File: config.mk
export PLATFORM = sky130hd
export DESIGN_NAME = seg_scan_decoder
export DESIGN_NICKNAME = d
export VERILOG_FILES = /design/src/rtl/seg_scan_decoder.sv
export SDC_FILE = /design/constraint.sdc
export NUM_CORES = 1
export LEC_CHECK = 0
export BUFFER_PORTS_ARGS = -buffer_cell sky130_fd_sc_hd__buf_2
export CAP_MARGIN = 20
export CORE_MARGIN = 2
export CORE_UTILIZATION = 52
export CTS_CLUSTER_SIZE = 30
export DETAILED_ROUTE_END_ITERATION = 16
export GPL_TIMING_DRIVEN = 0
export PLACE_DENSITY_LB_ADDON = 0.2
export SLEW_MARGIN = 10
export SYNTH_ARGS = -nofsm -noshare
export SYNTH_HDL_FRONTEND = slang
export SYNTH_SLANG_ARGS = --single-unit
File: constraint.sdc
create_clock -name i_clk -period 1.74 [get_ports i_clk]
set_input_delay 0.087 -clock i_clk [delete_from_list [all_inputs] [get_ports i_clk]]
set_output_delay 0.087 -clock i_clk [all_outputs]
set_load 0.03 [all_outputs]
File: src/rtl/seg_scan_decoder.sv
// seg_scan_decoder: time-multiplexed 7-segment digit-scan driver (prescaler, index, blanking, per-digit mask).
// Latency: all outputs registered; i_en rise -> first o_tick 1 cycle, i_en fall -> anodes off 1 cycle.
// Backpressure: none, free-running scan paced by REFRESH_DIV; define SCAN_SKIP_MASKED_EN to skip masked digits.

module seg_scan_decoder #(
  parameter int N_DIGITS     = 4,
  parameter int SEL_W        = $clog2(N_DIGITS),  // derived from N_DIGITS, leave at default
  parameter int REFRESH_DIV  = 50000,
  parameter int BLANK_CYCLES = 16,
  parameter int ACTIVE_LOW   = 1
) (
  input  logic                i_clk,
  input  logic                i_rst_n,
  input  logic                i_en,
  input  logic [N_DIGITS-1:0] i_digit_mask,
  output logic [SEL_W-1:0]    o_sel,
  output logic [N_DIGITS-1:0] o_an,
  output logic                o_tick
);

  localparam int PRE_W = (REFRESH_DIV > 1) ? $clog2(REFRESH_DIV) : 1;
  localparam logic [PRE_W-1:0]    PRE_LAST   = PRE_W'(REFRESH_DIV - 1);
  localparam logic [PRE_W-1:0]    BLANK_LAST = (BLANK_CYCLES > 0) ? PRE_W'(BLANK_CYCLES - 1) : '0;
  localparam logic [SEL_W-1:0]    IDX_LAST   = SEL_W'(N_DIGITS - 1);
  // Inactive anode level for the whole vector, set by board polarity
  localparam logic [N_DIGITS-1:0] AN_OFF     = (ACTIVE_LOW != 0) ? {N_DIGITS{1'b1}} : {N_DIGITS{1'b0}};

  typedef enum logic [1:0] {
    S_IDLE,
    S_BLANK,
    S_ON
  } state_t;

  state_t              r_state;
  logic [PRE_W-1:0]    r_presc;
  logic [SEL_W-1:0]    r_idx;
  logic [N_DIGITS-1:0] r_an;
  logic                r_tick;

  logic [SEL_W-1:0]    w_idx_inc;
  logic [SEL_W-1:0]    w_idx_adv;
  logic [N_DIGITS-1:0] w_an_cur;
  logic [N_DIGITS-1:0] w_an_adv;

  // Plain wrapping increment; explicit compare keeps non-power-of-2 digit counts correct
  always_comb begin
    w_idx_inc = (r_idx == IDX_LAST) ? '0 : r_idx + 1'b1;
  end

`ifdef SCAN_SKIP_MASKED_EN
  logic [SEL_W-1:0] w_cand;
  logic             w_found;

  // Search forward (wrapping) for the next displayed digit; the last candidate is the current
  // index itself, so a single enabled digit or an all-zero mask leaves the index where it is
  always_comb begin
    w_idx_adv = r_idx;
    w_cand    = w_idx_inc;
    w_found   = 1'b0;
    for (int k = 0; k < N_DIGITS; k++) begin
      if (!w_found && i_digit_mask[w_cand]) begin
        w_idx_adv = w_cand;
        w_found   = 1'b1;
      end
      w_cand = (w_cand == IDX_LAST) ? '0 : w_cand + 1'b1;
    end
  end
`else
  // Every digit owns a slot, masked or not, so the frame length never changes
  always_comb begin
    w_idx_adv = w_idx_inc;
  end
`endif

  // Anode patterns for the current index and for the index the next slot will use;
  // a digit lights only when selected and its mask bit is set, which keeps the vector one-hot
  always_comb begin
    w_an_cur = AN_OFF;
    w_an_adv = AN_OFF;
    for (int k = 0; k < N_DIGITS; k++) begin
      if ((r_idx == SEL_W'(k)) && i_digit_mask[k]) begin
        w_an_cur[k] = ~AN_OFF[k];
      end
      if ((w_idx_adv == SEL_W'(k)) && i_digit_mask[k]) begin
        w_an_adv[k] = ~AN_OFF[k];
      end
    end
  end

  // Scan FSM: slot = BLANK_CYCLES dark cycles then lit until the prescaler reaches REFRESH_DIV-1;
  // outputs are loaded with the value they must show in the cycle after each edge
  always_ff @(posedge i_clk or negedge i_rst_n) begin
    if (!i_rst_n) begin
      r_state <= S_IDLE;
      r_presc <= '0;
      r_idx   <= '0;
      r_an    <= AN_OFF;
      r_tick  <= 1'b0;
    end else if (!i_en) begin
      // Index is kept so a re-enable resumes on the same digit with a full fresh slot
      r_state <= S_IDLE;
      r_presc <= '0;
      r_an    <= AN_OFF;
      r_tick  <= 1'b0;
    end else begin
      case (r_state)
        S_IDLE: begin
          r_presc <= '0;
          r_tick  <= 1'b1;
          if (BLANK_CYCLES == 0) begin
            r_state <= S_ON;
            r_an    <= w_an_cur;
          end else begin
            r_state <= S_BLANK;
            r_an    <= AN_OFF;
          end
        end
        S_BLANK: begin
          r_tick  <= 1'b0;
          r_presc <= r_presc + 1'b1;
          if (r_presc == BLANK_LAST) begin
            r_state <= S_ON;
            r_an    <= w_an_cur;
          end else begin
            r_an    <= AN_OFF;
          end
        end
        S_ON: begin
          if (r_presc == PRE_LAST) begin
            r_presc <= '0;
            r_idx   <= w_idx_adv;
            r_tick  <= 1'b1;
            if (BLANK_CYCLES == 0) begin
              r_state <= S_ON;
              r_an    <= w_an_adv;
            end else begin
              r_state <= S_BLANK;
              r_an    <= AN_OFF;
            end
          end else begin
            r_presc <= r_presc + 1'b1;
            r_tick  <= 1'b0;
            r_an    <= w_an_cur;
          end
        end
        default: begin
          r_state <= S_IDLE;
          r_presc <= '0;
          r_an    <= AN_OFF;
          r_tick  <= 1'b0;
        end
      endcase
    end
  end

  assign o_sel  = r_idx;
  assign o_an   = r_an;
  assign o_tick = r_tick;

endmodule

==> results.cfg <==
[status]
outcome = finished, final reports clean

[sta]
fin_crit_sh_pct = 99.8
worst_slew_pin_slew_ns = 0.571
setup_viol = 0
finalHoldViolations = 0
clock.fmax_mhz = 576
skew_ns = 0.00189
rsz0062_at_grt = true
fin_setup_tns_ns = 0
period_needed_ns = 1.74
slew_headroom_pct = 61.9
finalMaxSlewViolations = 0

[placement]
gp_congestion = 0.803
placed_cells = 175
placed_area_sq_mm = 0.00150
dpl.hpwl_um = 2010
port_buffers = 13

[drt]
firstDrtPassIters = 4
drtAntennaViolNets = 0
wl_um = 3410
drc = 0
drtIter0Drc = 26
wl_per_cell_um = 17.4
vias = 1180
vias_per_cell = 6.02

[finish]
area_growth_syn_to_layout_pct = 30.4
design_area_sq_mm = 0.00179
multiInputGateArea_sq_um = 828
mostFrequentLayoutCells = 17 x buf_4, 15 x dfrtp_1, 14 x buf_2
stdcell_count = 196
diodes = 0
final-seq-area_sq_um = 638
fillCellCount = 189
layout_commonest_cell = buf_4
drive_gt1_share_pct = 45.2
final_nets = 183

[worst_setup_path]
crit_family = simple AND/OR/NAND/NOR gates
critPathLaunchType = flop
path_cells = nor4_4 -> nand4_1 -> a22oi_2 -> or3b_4
worst_r2r_endpoint = o_an[2]$_DFF_PN1_
reg2reg_depth = 4
path_depth = 4
r2r_slack_ns = 0.003
crit_fanout = 6
path_buf_inv = 0
cp.arrival_ns = 2.00
worstSetupPathType = reg2reg
timing.rr.start = r_presc[8]$_DFF_PN0_
slowest_stage = dfrtp_2
slowest_delay_ns = 0.50
cp.required_ns = 2.00
critPathCaptureType = flop

[synth]
synthArstFlopShare_pct = 100
yosys_warnings = 0
synth_fp_nets = 148
synth_area_per_cell_sq_um = 10.4
synth.distinct_cells = 39
ys_seq_area_share_pct = 45.9
synth_cells = 132
syn_area_sq_mm = 0.00138
synth_ff_type = dfrtp_1
synth_edf_count = 0
ys_seq_elements = 25

[grt]
grt_max_degree = 26
grt_pass1_vias = 1193
grt_pass1_wl_um = 5310
antenna_found_initial = 0
grtUsageTotal_pct = 21.3
overflow = 0

[floorplanning]
pin_count = 14
start_util_pct = 55.0
die_w_um = 55.4
core_sq_mm = 0.00250
die_h_um = 55.4
rows = 18
die_area_sq_mm = 0.00307

[clock_network]
clockRootBuffer = clkbuf_4
clk_pin_slew_worst_paths_ns = 0.14
cts_made_buffers = 3
clockBufferDepth = 2
cts_tree = done
h-tree-depth = 1
clock_latency_ns = 0.32
cts_sinks = 25

[job]
maxCapViolations = 0

[min_path]
holdPathStages = 2
hold_class = in2reg
min_to = r_state[1]$_DFFE_PN0P_
min-delay-start = i_en

[power_and_ir_drop]
p_leak_nw = 0.744
powerDensity_mw_per_mm2 = 935
ir_drop_v = 0.000614
## logic make-up (layout without fill, tap and decap cells)
logic type,after synthesis,in the layout,synth area share (%)
and+or+nand+nor,57,57,25.3
DFF,25,25,45.9
AOI/OAI and AO/OA,15,15,7.92
buffers and inverters,12,46,3.37
xor gates and xnor gates,11,11,7.01
adders and majority gates,9,9,8.19
muxes,3,3,2.37
## worst max-delay path by stage
stage / end / slack (ns) / from
floorplan: r_presc[10]$_DFF_PN0_ / 0.02 / r_presc[5]$_DFF_PN0_
global placement: r_presc[5]$_DFF_PN0_ / -0.30 / r_presc[5]$_DFF_PN0_
finish: o_an[2]$_DFF_PN1_ / 0.003 / r_presc[8]$_DFF_PN0_
CTS: o_an[2]$_DFF_PN1_ / 0.0002 / r_presc[0]$_DFF_PN0_
detailed placement: r_presc[7]$_DFF_PN0_ / -0.37 / r_presc[5]$_DFF_PN0_
global route: o_an[2]$_DFF_PN1_ / -0.12 / r_presc[13]$_DFF_PN0_
## per-layer routing
metal	vias to the layer above	GRT usage [%]	routed length, um
met4	0	7.67	57
li1	546	-	-
met5	-	0	0
met3	8	3.51	149
met2	47	37.6	1800
met1	579	25.9	1410
## state kept, by name, summed over array words and instances (netlist names)
register / count
o_an: 4
o_sel: 2
o_tick: 1
r_presc: 16
r_state: 2
## per-stage QoR
| stage | hold WS (ns) | utilization [%] | setup slack [ns] | total power [W] |
|---|---|---|---|---|
| detailed placement | 0.108 | 60.0 | -0.367 | 0.00132 |
| global placement | 0.101 | 60.0 | -0.302 | 0.00130 |
| floorplan | -0.209 | - | 0.0213 | 0.00116 |
| CTS | 0.0414 | 66.1 | 0.000236 | 0.00163 |
| global route | 0.0360 | 71.7 | -0.117 | 0.00177 |
| finish | 0.0434 | 71.7 | 0.00309 | 0.00168 |
## power by group
group / switching [W] / total (W) / internal, W
Sequential: 0.0000360 / 0.000700 / 0.000664
Clock: 0.000182 / 0.000268 / 0.0000861
Combinational: 0.000441 / 0.000708 / 0.000267
## timing repair
item / CTS / global route
buffers inserted: 10 / 8
setup endpoints to repair: 24 / 21
resized for setup: 12 / 20
hold buffers: 1 / 0
pin swaps: 5 / 11
hold endpoints to repair: 21 / 0
## area by class of cell
| class | instances | share of cell area, % |
|---|---|---|
| multi-input cells | 95 | 46.2 |
| well taps | 30 | 2.09 |
| plain buffers | 3 | 1.19 |
| repair buffers | 32 | 11.9 |
| clock inverters | 1 | 0.279 |
| flip-flops and latches | 25 | 35.6 |
| inverters | 7 | 1.47 |
| clock buffers | 3 | 1.26 |
## cell usage after synthesis, drive strengths merged (2+ instances only)
cell | count | area share (%)
xnor2 | 9 | 5.7
nor3 | 13 | 4.7
dfstp | 4 | 7.6
nand2 | 7 | 2.1
nor3b | 2 | 1.1
nor4 | 6 | 2.7
inv | 7 | 1.9
mux2 | 2 | 1.6
or3b | 4 | 2.5
ha | 9 | 8.2
a21oi | 6 | 2.5
a211oi | 3 | 2.0
dfrtp | 21 | 38
nand3 | 3 | 1.5
and3 | 2 | 0.91
or3 | 2 | 1.3
nand4 | 5 | 2.3
xor2 | 2 | 1.3
a22oi | 2 | 1.1
nor2 | 6 | 1.6
clkbuf | 4 | 1.1
Power figures use the tool's default switching activity.
